==> src/rtl/tag_lookup.sv <==
// Way-halting tag array, read side.
// Stage 1 filters the ways by halt tag. Stage 2 does the full main-tag compare, but only on
// the ways that survived stage 1. Results return through a valid/ready handshake, and a
// response cannot be reordered or dropped.
// Optional feature: define TAG_LOOKUP_STATS_EN to add saturating hit/miss counters.
module tag_lookup #(
  parameter int unsigned WAYS     = 4,
  parameter int unsigned HALT_W   = 4,
  parameter int unsigned MAIN_W   = 20,
  parameter int unsigned WAY_BITS = $clog2(WAYS)
) (
  input  logic                     clk_i,
  input  logic                     reset_i,
  input  logic                     req_valid_i,
  output logic                     req_ready_o,
  input  logic [HALT_W-1:0]        req_halt_tag_i,
  input  logic [MAIN_W-1:0]        req_main_tag_i,
  input  logic [WAYS*HALT_W-1:0]   way_halt_tag_i,
  input  logic [WAYS*MAIN_W-1:0]   way_main_tag_i,
  input  logic [WAYS-1:0]          way_valid_i,
  output logic                     rsp_valid_o,
  input  logic                     rsp_ready_i,
  output logic                     rsp_hit_o,
  output logic [WAY_BITS-1:0]      rsp_way_o,
  output logic                     rsp_multi_hit_o,
  output logic [WAYS-1:0]          rsp_halt_mask_o
`ifdef TAG_LOOKUP_STATS_EN
  ,
  output logic [15:0]              stat_hits_o,
  output logic [15:0]              stat_misses_o
`endif
);

  // Stage 1 registers
  logic              s1_valid_q;
  logic [MAIN_W-1:0] s1_main_q;
  logic [WAYS-1:0]   s1_halt_q;

  // Stage 2 registers
  logic                s2_valid_q;
  logic                s2_hit_q;
  logic                s2_multi_q;
  logic [WAY_BITS-1:0] s2_way_q;
  logic [WAYS-1:0]     s2_halt_q;

  logic                halt_mask_d;
  logic [WAYS-1:0]     halt_mask_vec_d;
  logic [WAYS-1:0]     match_d;
  logic [WAY_BITS-1:0] way_d;
  logic [WAY_BITS:0]   match_cnt;
  logic                s2_free, s1_adv, req_acc, rsp_fire;

  assign s2_free     = !s2_valid_q || rsp_ready_i;
  assign s1_adv      = s1_valid_q && s2_free;
  assign req_ready_o = !s1_valid_q || s2_free;
  assign req_acc     = req_valid_i && req_ready_o;
  assign rsp_fire    = s2_valid_q && rsp_ready_i;
  assign halt_mask_d = |halt_mask_vec_d;

  // Stage-1 filter: a valid way whose halt tag matches the request
  always_comb begin
    halt_mask_vec_d = '0;
    for (int i = 0; i < int'(WAYS); i++) begin
      halt_mask_vec_d[i] = way_valid_i[i] &&
                           (way_halt_tag_i[i*HALT_W +: HALT_W] == req_halt_tag_i);
    end
  end

  // Stage-2 compare on the surviving ways, then encode the lowest match and count the matches
  always_comb begin
    match_d   = '0;
    way_d     = '0;
    match_cnt = '0;
    for (int i = 0; i < int'(WAYS); i++) begin
      match_d[i] = s1_halt_q[i] && (way_main_tag_i[i*MAIN_W +: MAIN_W] == s1_main_q);
      match_cnt  = match_cnt + {{WAY_BITS{1'b0}}, match_d[i]};
    end
    for (int i = int'(WAYS) - 1; i >= 0; i--) begin
      if (match_d[i]) way_d = WAY_BITS'(i);
    end
  end

  // Stage 1 loads on accept and empties when it advances into stage 2
  always_ff @(posedge clk_i) begin
    if (reset_i) begin
      s1_valid_q <= 1'b0;
      s1_main_q  <= '0;
      s1_halt_q  <= '0;
    end else if (req_acc) begin
      s1_valid_q <= 1'b1;
      s1_main_q  <= req_main_tag_i;
      s1_halt_q  <= halt_mask_vec_d;
    end else if (s1_adv) begin
      s1_valid_q <= 1'b0;
    end
  end

  // Stage 2 reloads on advance, which allows a consume and a reload on the same edge,
  // and clears once it has been consumed
  always_ff @(posedge clk_i) begin
    if (reset_i) begin
      s2_valid_q <= 1'b0;
      s2_hit_q   <= 1'b0;
      s2_multi_q <= 1'b0;
      s2_way_q   <= '0;
      s2_halt_q  <= '0;
    end else if (s1_adv) begin
      s2_valid_q <= 1'b1;
      s2_hit_q   <= |match_d;
      s2_multi_q <= (match_cnt > 1);
      s2_way_q   <= way_d;
      s2_halt_q  <= s1_halt_q;
    end else if (rsp_fire) begin
      s2_valid_q <= 1'b0;
    end
  end

  assign rsp_valid_o     = s2_valid_q;
  assign rsp_hit_o       = s2_hit_q;
  assign rsp_way_o       = s2_way_q;
  assign rsp_multi_hit_o = s2_multi_q;
  assign rsp_halt_mask_o = s2_halt_q;

`ifdef TAG_LOOKUP_STATS_EN
  logic [15:0] stat_hits_q, stat_misses_q;

  // Saturating counters of consumed hits and misses
  always_ff @(posedge clk_i) begin
    if (reset_i) begin
      stat_hits_q   <= '0;
      stat_misses_q <= '0;
    end else if (rsp_fire) begin
      if (s2_hit_q && stat_hits_q != 16'hFFFF) stat_hits_q <= stat_hits_q + 16'd1;
      if (!s2_hit_q && stat_misses_q != 16'hFFFF) stat_misses_q <= stat_misses_q + 16'd1;
    end
  end

  assign stat_hits_o   = stat_hits_q;
  assign stat_misses_o = stat_misses_q;
`endif

  // Unused unless a design needs a single any-halt-match flag
  logic unused_halt_any;
  assign unused_halt_any = halt_mask_d;

endmodule
==> config.mk <==
export PLATFORM = sky130hd
export DESIGN_NAME = tag_lookup
export DESIGN_NICKNAME = d
export VERILOG_FILES = /design/src/rtl/tag_lookup.sv
export SDC_FILE = /design/constraint.sdc
export NUM_CORES = 1
export LEC_CHECK = 0
export ABC_AREA = 1
export CAP_MARGIN = 20
export CORE_MARGIN = 5
export CORE_UTILIZATION = 38
export CTS_CLUSTER_DIAMETER = 100
export DETAILED_ROUTE_END_ITERATION = 7
export PLACE_DENSITY = 0.75
export SYNTH_ARGS = -nofsm -noshare
export SYNTH_HDL_FRONTEND = slang
export SYNTH_SLANG_ARGS = --single-unit
==> constraint.sdc <==
create_clock -name clk_i -period 1.9 [get_ports clk_i]
set_input_delay 0.19 -clock clk_i [delete_from_list [all_inputs] [get_ports clk_i]]
set_output_delay 0.19 -clock clk_i [all_outputs]
set_load 0.01 [all_outputs]
==> results.txt, run 1 <==
----------------------------------------------------
[Detailed routing]
  Via-per-instance ratio ... 4.80
  Wire length reported by the detailed router ... 13000 µm
  Post-route ant nets ... 0
  DR iter-0 viols ... 189
  Mean routed wirelength per cell ... 15.2 µm
  Routed via count ... 4121
  Drc violations ... 0
  Number of detailed-route iterations in the first pass ... 5

[Setup path]
  Classification of the worst setup path ... in2reg
  Worst Path Max Fanout ... 2
  Start point of the critical path ... way_main_tag_i[64]
  Reg2Reg Setup Slack ... -0.15 ns
  Type of element capturing the critical path ... flip-flop
  Cell with the largest stage delay on the worst path ... fa_1
  Worst Path Arrival ... 2.26 ns
  Delay contributed by the slowest stage of the critical path ... 0.53 ns
  Required arrival time at the worst endpoint ... 2.10 ns
  Startpoint Class ... primary input
  Series of cell instances along the critical path ... clkdlybuf4s50_1, xnor2_2, nand3_1, nor4_2, nand3_1, fa_1, nor2_1, nor2_1, nor2_1
  Reg-to-reg endpoint ... rsp_multi_hit_o$_SDFFE_PP0P_
  Worst Reg-to-Reg Cells ... 8
  End point of the critical path ... rsp_multi_hit_o$_SDFFE_PP0P_
  Critical R2R Launch ... s1_main_q[4]$_SDFFE_PP0P_
  Most common cell type on the critical path ... nor2_1

[Cells and area]
  Core utilization of the finished layout ... 68.8%
  Nets ... 885
  Leading cell type in the layout, fill and taps excluded ... nand2_1
  Fill cells ... 722
  Synth-to-layout area growth ... 77.3%
  Antenna diode count ... 0
  Fraction of layout instances using a drive strength above 1 ... 20.6%
  Leading cell types in the layout, fill and taps excluded ... 181 x nand2_1, 135 x clkdlybuf4s50_1, 78 x buf_4

[GRT]
  Via count of the first global-routing pass ... 4180
  First-pass GRT wire length ... 20800 µm
  Initial antenna violation count ... 0
  GRT Total Usage ... 26.7%
  Remaining Overflow, GRT ... 0
  Pin count of the biggest net entering global routing ... 30

[STA]
  Highest attainable clock frequency ... 484 MHz
  Count of final max-slew check failures ... 0
  Worst-case setup margin in the final layout ... -0.165 ns
  Slew HR ... 77.7%
  Final count of hold timing violations ... 0
  Final cycle utilization of the critical path ... 109%
  Setup repair after global routing missed its margin ... yes
  Final critical-path required period ... 2.07 ns
  Setup violation total in the final timing report ... 1
  Tightest Pin Transition ... 0.332 ns
  Total negative setup slack ... -0.165 ns
  Maximum clock skew at final layout ... 0.0133 ns

[Flow run]
  Max-cap viol count ... 0

[Power and ir drop]
  Peak ir drop on the vdd network ... 0.398 mV
  Power density over the cells ... 484 nW/µm²
  Tot Pwr ... 0.00257 W
  Leakage Power ... 2.54 nW

[Floorplanning]
  Initial Util ... 38.8%
  Vertical extent of the die ... 98.8 µm
  Die Span X ... 98.8 µm
  # IOs ... 138
  Number of rows in the core area ... 32
  Placeable Area ... 7730 µm²
  Die Outline Area ... 9770 µm²

[Synthesis]
  Synthesized netlist net count ... 671
  Count of cell types in the netlist ... 31
  Synthesized area per cell ... 5.54 µm²
  Post-synthesis register bit count ... 34
  Post-synthesis sequential area ratio ... 22.7%
  Cell area after technology mapping ... 3000 µm²
  Count of warnings emitted by yosys ... 0
  Post-synthesis cell count ... 541

[Clock network]
  Clock latency reported for the late side of the worst-skew pair ... 0.30 ns
  TritonCTS Buffers ... 5
  H-tree level count ... 2
  Root buf cell ... clkbuf_8
  Max clock buf depth ... 2
  Number of clock sinks ... 34
  Clock tree from TritonCTS ... done
  CTS clock-pin slew for the worst setup and hold paths ... 0.09 ns

[Placement]
  DP HPWL ... 10900 µm
  Routability congestion estimate from global placement ... 0.975
  Number of buffer cells added on primary ports ... 137

[Outcome]
  Violations in the final reports ... setup timing
  Status ... finished, violations left

[Hold path]
  Type of the most critical hold path ... reg2reg

----------------------------------------------------
==> layout make-up <==
type                    instances  area, µm²  area share (%)
clock buffers                   5       68.8            1.29
clock inverters                 3       45.0           0.847
inverters                      84        315            5.93
multi-input cells             414       2090            39.3
flip-flops and latches         34        707            13.3
well taps                     102        128            2.40
repair buffers                216       1970            37.0
==> routing by layer <==
| layer | share of wire, % | vias up | track usage (%) |
|---|---|---|---|
| li1 | - | 2110 | - |
| met1 | 43 | 1839 | 33.6 |
| met2 | 49 | 147 | 47.2 |
| met3 | 6.0 | 25 | 3.82 |
| met4 | 2.7 | 0 | 7.77 |
| met5 | 0 | - | 0 |
==> state kept, by name, summed over array words and instances (netlist names) <==
name and flops:
rsp_halt_mask_o 4, rsp_hit_o 1, rsp_multi_hit_o 1, rsp_valid_o 1, rsp_way_o 2, s1_halt_q 4, s1_main_q 20, s1_valid_q 1
==> repair_timing <==
| action | CTS | global route |
|---|---|---|
| hold buffers | 0 | 0 |
| gates resized for setup | 20 | 29 |
| setup endpoints to repair | 1 | 2 |
| setup buffers | 5 | 1 |
| pin swaps | 6 | 6 |
==> worst min-delay path by stage <==
stage                                end  slack, ns  cells after the start                       from
6_report       rsp_way_o[1]$_SDFFE_PP0P_       0.47                      2  rsp_way_o[1]$_SDFFE_PP0P_
5_1_grt        rsp_way_o[1]$_SDFFE_PP0P_       0.50                      2  rsp_way_o[1]$_SDFFE_PP0P_
4_1_cts        rsp_way_o[1]$_SDFFE_PP0P_       0.47                      2  rsp_way_o[1]$_SDFFE_PP0P_
3_5_place_dp   rsp_way_o[1]$_SDFFE_PP0P_       0.46                      2  rsp_way_o[1]$_SDFFE_PP0P_
3_3_place_gp   rsp_way_o[1]$_SDFFE_PP0P_       0.46                      2  rsp_way_o[1]$_SDFFE_PP0P_
2_1_floorplan  rsp_way_o[0]$_SDFFE_PP0P_       0.25                      1                    reset_i
==> worst max-delay path: cells and delay by family <==
family                     cells  cell delay [ns]
buffers and inverters          1             0.45
and+or+nand+nor                6             0.84
adders and majority gates      1             0.53
xor gates and xnor gates       1             0.25
==> cell families (layout without fill, tap and decap cells) <==
| group | Yosys count | in the layout | synth area share [%] |
|---|---|---|---|
| AND/OR/NAND/NOR | 304 | 304 | 41.9 |
| XOR/XNOR | 32 | 32 | 9.35 |
| flip-flops | 34 | 34 | 22.7 |
| adder cells (fa/ha/maj) | 2 | 2 | 1.08 |
| buffers and inverters | 93 | 308 | 11.8 |
| AO/OA/AOI/OAI | 76 | 76 | 13.2 |
==> power by group <==
part / leakage [nW] / internal, W / switching, W
Sequential: 0.286 / 0.000761 / 0.0000471
Combinational: 2.21 / 0.000566 / 0.000476
Clock: 0.0504 / 0.000391 / 0.000330
==> cells in the mapped netlist, drive strengths merged <==
| cell | number | share of area [%] |
|---|---|---|
| nand4 | 15 | 3.1 |
| o21a | 1 | 0.25 |
| o21ai | 44 | 7.3 |
| nor3b | 1 | 0.25 |
| or2 | 3 | 0.63 |
| clkbuf | 8 | 1.0 |
| nor4 | 4 | 0.83 |
| clkinv | 1 | 0.13 |
| o211ai | 2 | 0.50 |
| xnor2 | 19 | 5.5 |
| fa | 1 | 0.67 |
| xor2 | 13 | 3.8 |
| nand3 | 13 | 2.3 |
| ha | 1 | 0.42 |
| buf | 1 | 0.25 |
| nor3 | 3 | 0.50 |
| nand2 | 195 | 25 |
| inv | 83 | 10 |
| nor2 | 69 | 9.1 |
| a21oi | 28 | 4.8 |
| dfxtp | 34 | 23 |
| nand3b | 1 | 0.25 |
| o2111ai | 1 | 0.29 |
==> metrics by stage <==
step | hold slack, ns | instances | cell area, µm² | setup WS [ns]
5_1_grt | 0.503 | 858 | 5320 | -0.266
3_3_place_gp | 0.457 | 844 | 5010 | -0.374
3_5_place_dp | 0.457 | 844 | 5010 | -0.421
2_1_floorplan | 0.252 | 541 | 3000 | 0.0301
4_1_cts | 0.470 | 857 | 5220 | -0.133
6_report | 0.467 | 858 | 5320 | -0.165
Power figures use the tool's default switching activity.
==> run 2, diff against run 1 <==
--- a/config.mk
+++ b/config.mk
@@ -8,10 +8,11 @@
 export ABC_AREA = 1
 export CAP_MARGIN = 20
 export CORE_MARGIN = 5
-export CORE_UTILIZATION = 38
+export CORE_UTILIZATION = 39
+export CTS_BUF_LIST = sky130_fd_sc_hd__clkbuf_2
 export CTS_CLUSTER_DIAMETER = 100
 export DETAILED_ROUTE_END_ITERATION = 7
-export PLACE_DENSITY = 0.75
+export PLACE_DENSITY = 0.76
 export SYNTH_ARGS = -nofsm -noshare
 export SYNTH_HDL_FRONTEND = slang
 export SYNTH_SLANG_ARGS = --single-unit
==> results.txt, run 2 (synthesis gave the netlist of run 1 again) <==
----------------------------------------------------
[Detailed routing]
  Number of detailed-route iterations in the first pass ... 5
  Routed via count ... 4140
  Wire length reported by the detailed router ... 13100 µm
  Post-route ant nets ... 0
  Mean routed wirelength per cell ... 15.1 µm
  DR iter-0 viols ... 194
  Drc violations ... 0
  Via-per-instance ratio ... 4.79

[GRT]
  Via count of the first global-routing pass ... 4321
  Initial antenna violation count ... 0
  First-pass GRT wire length ... 20900 µm
  Remaining Overflow, GRT ... 0
  GRT Total Usage ... 27.3%
  Pin count of the biggest net entering global routing ... 30

[Floorplanning]
  Placeable Area ... 7610 µm²
  Die Span X ... 97.7 µm
  # IOs ... 138
  Initial Util ... 39.4%
  Number of rows in the core area ... 32
  Vertical extent of the die ... 97.7 µm
  Die Outline Area ... 9540 µm²

[Power and ir drop]
  Leakage Power ... 2.52 nW
  Power density over the cells ... 424 nW/µm²
  Peak ir drop on the vdd network ... 0.293 mV

[Clock network]
  Number of clock sinks ... 34
  Clock tree from TritonCTS ... done
  Max clock buf depth ... 2
  TritonCTS Buffers ... 5
  Root buf cell ... clkbuf_2
  H-tree level count ... 2
  CTS clock-pin slew for the worst setup and hold paths ... 0.21 ns
  Clock latency reported for the late side of the worst-skew pair ... 0.40 ns
  Quantity of hold-fixing buffers added after cts ... 0

[Setup path]
  Reg-to-reg endpoint ... rsp_multi_hit_o$_SDFFE_PP0P_
  Startpoint Class ... flip-flop
  Cell with the largest stage delay on the worst path ... fa_1
  End point of the critical path ... rsp_multi_hit_o$_SDFFE_PP0P_
  Worst Path Arrival ... 2.32 ns
  Reg2Reg Setup Slack ... -0.09 ns
  Worst Path Max Fanout ... 4
  Critical R2R Launch ... s1_main_q[11]$_SDFFE_PP0P_
  Series of cell instances along the critical path ... inv_2, nand2_1, nand4_1, nor4_2, buf_4, nand4_1, fa_1, nor2_1, nor2_1, nor2_1
  Delay contributed by the slowest stage of the critical path ... 0.53 ns
  Worst Reg-to-Reg Cells ... 10
  Classification of the worst setup path ... reg2reg
  Required arrival time at the worst endpoint ... 2.23 ns
  Most common cell type on the critical path ... nor2_1
  Start point of the critical path ... s1_main_q[11]$_SDFFE_PP0P_
  Type of element capturing the critical path ... flip-flop

[Placement]
  Setup slack after placement ... -0.391 ns
  Number of buffer cells added on primary ports ... 137
  Routability congestion estimate from global placement ... 0.987
  Placed standard-cell area ... 5100 µm²
  Number of cells after detailed placement ... 856
  DP HPWL ... 11300 µm

[STA]
  Worst-case setup margin in the final layout ... -0.0901 ns
  Tightest Pin Transition ... 0.356 ns
  Slew HR ... 76.1%
  Count of final max-slew check failures ... 0
  Final critical-path required period ... 1.99 ns
  Setup repair after global routing missed its margin ... yes
  Maximum clock skew at final layout ... 0.0177 ns
  Setup violation total in the final timing report ... 1
  Final cycle utilization of the critical path ... 105%
  Final count of hold timing violations ... 0
  Total negative setup slack ... -0.0901 ns
  Highest attainable clock frequency ... 502 MHz

[Cells and area]
  Max reg flops ... 20
  Antenna diode count ... 0
  Nets ... 892
  Leading cell types in the layout, fill and taps excluded ... 187 x nand2_1, 137 x clkdlybuf4s50_1, 86 x buf_4
  Final cell area excluding filler cells ... 5210 µm²
  Filler-free cell count of the finished design ... 864
  Fraction of layout instances using a drive strength above 1 ... 18.5%
  Leading cell type in the layout, fill and taps excluded ... nand2_1
  Core utilization of the finished layout ... 68.5%
  Most flops, register ... s1_main_q
  Synth-to-layout area growth ... 73.8%

[Hold path]
  Type of the most critical hold path ... in2reg

[Flow run]
  Max-cap viol count ... 0

[Outcome]
  Status ... finished, violations left
  Violations in the final reports ... setup timing

----------------------------------------------------
[run 2: how the worst min path moves through the flow]
| stage | startpoint | cells after the start | slack (ns) | end |
|---|---|---|---|---|
| global placement | rsp_way_o[1]$_SDFFE_PP0P_ | 2 | 0.45 | rsp_way_o[1]$_SDFFE_PP0P_ |
| CTS | way_valid_i[2] | 3 | 0.35 | s1_halt_q[2]$_SDFFE_PP0P_ |
| global route | way_valid_i[2] | 3 | 0.35 | s1_halt_q[2]$_SDFFE_PP0P_ |
| floorplan | reset_i | 1 | 0.25 | rsp_way_o[0]$_SDFFE_PP0P_ |
| detailed placement | rsp_way_o[1]$_SDFFE_PP0P_ | 2 | 0.46 | rsp_way_o[1]$_SDFFE_PP0P_ |
| finish | way_valid_i[2] | 3 | 0.37 | s1_halt_q[2]$_SDFFE_PP0P_ |
[run 2: cell type report]
type,count,area (µm²)
multi-input combinational,414,2020
timing repair buffer,223,2020
clock inverter,2,10.0
clock buffer,5,25.0
inverter,84,318
sequential,34,701
fill,691,2390
tap,102,128
[run 2: timing repair]
item / in CTS / in global routing
resized for setup: 7 / 17
pin swaps: 0 / 2
setup endpoints to repair: 1 / 4
buffers inserted: 0 / 1
[run 2: worst max-delay path: cells and delay by family (launching register included)]
family / cells / cell delay, ns
simple gates: 7 / 0.79
flops: 1 / 0.41
buf+inv: 2 / 0.21
fa+ha+maj: 1 / 0.53
[run 2: per-stage QoR]
step,hold slack (ns),power (W)
after global placement,0.453,0.00182
after global routing,0.353,0.00235
final,0.370,0.00221
after floorplan,0.252,0.00121
after detailed placement,0.456,0.00184
after CTS,0.350,0.00220
[run 2: per-layer routing]
| metal | global-route usage, % | share of wire, % | vias to the layer above | wire length, µm |
|---|---|---|---|---|
| met5 | 0 | 0 | - | 0 |
| met4 | 10.5 | 3.2 | 0 | 423 |
| met3 | 3.80 | 4.7 | 29 | 617 |
| met2 | 49.1 | 49 | 155 | 6390 |
| met1 | 32.6 | 43 | 1829 | 5650 |
| li1 | - | - | 2127 | - |
[run 2: where the power goes]
group          internal, W  switching (W)
logic             0.000569       0.000473
clock network    0.0000798       0.000284
registers         0.000762      0.0000441
total              0.00141       0.000801
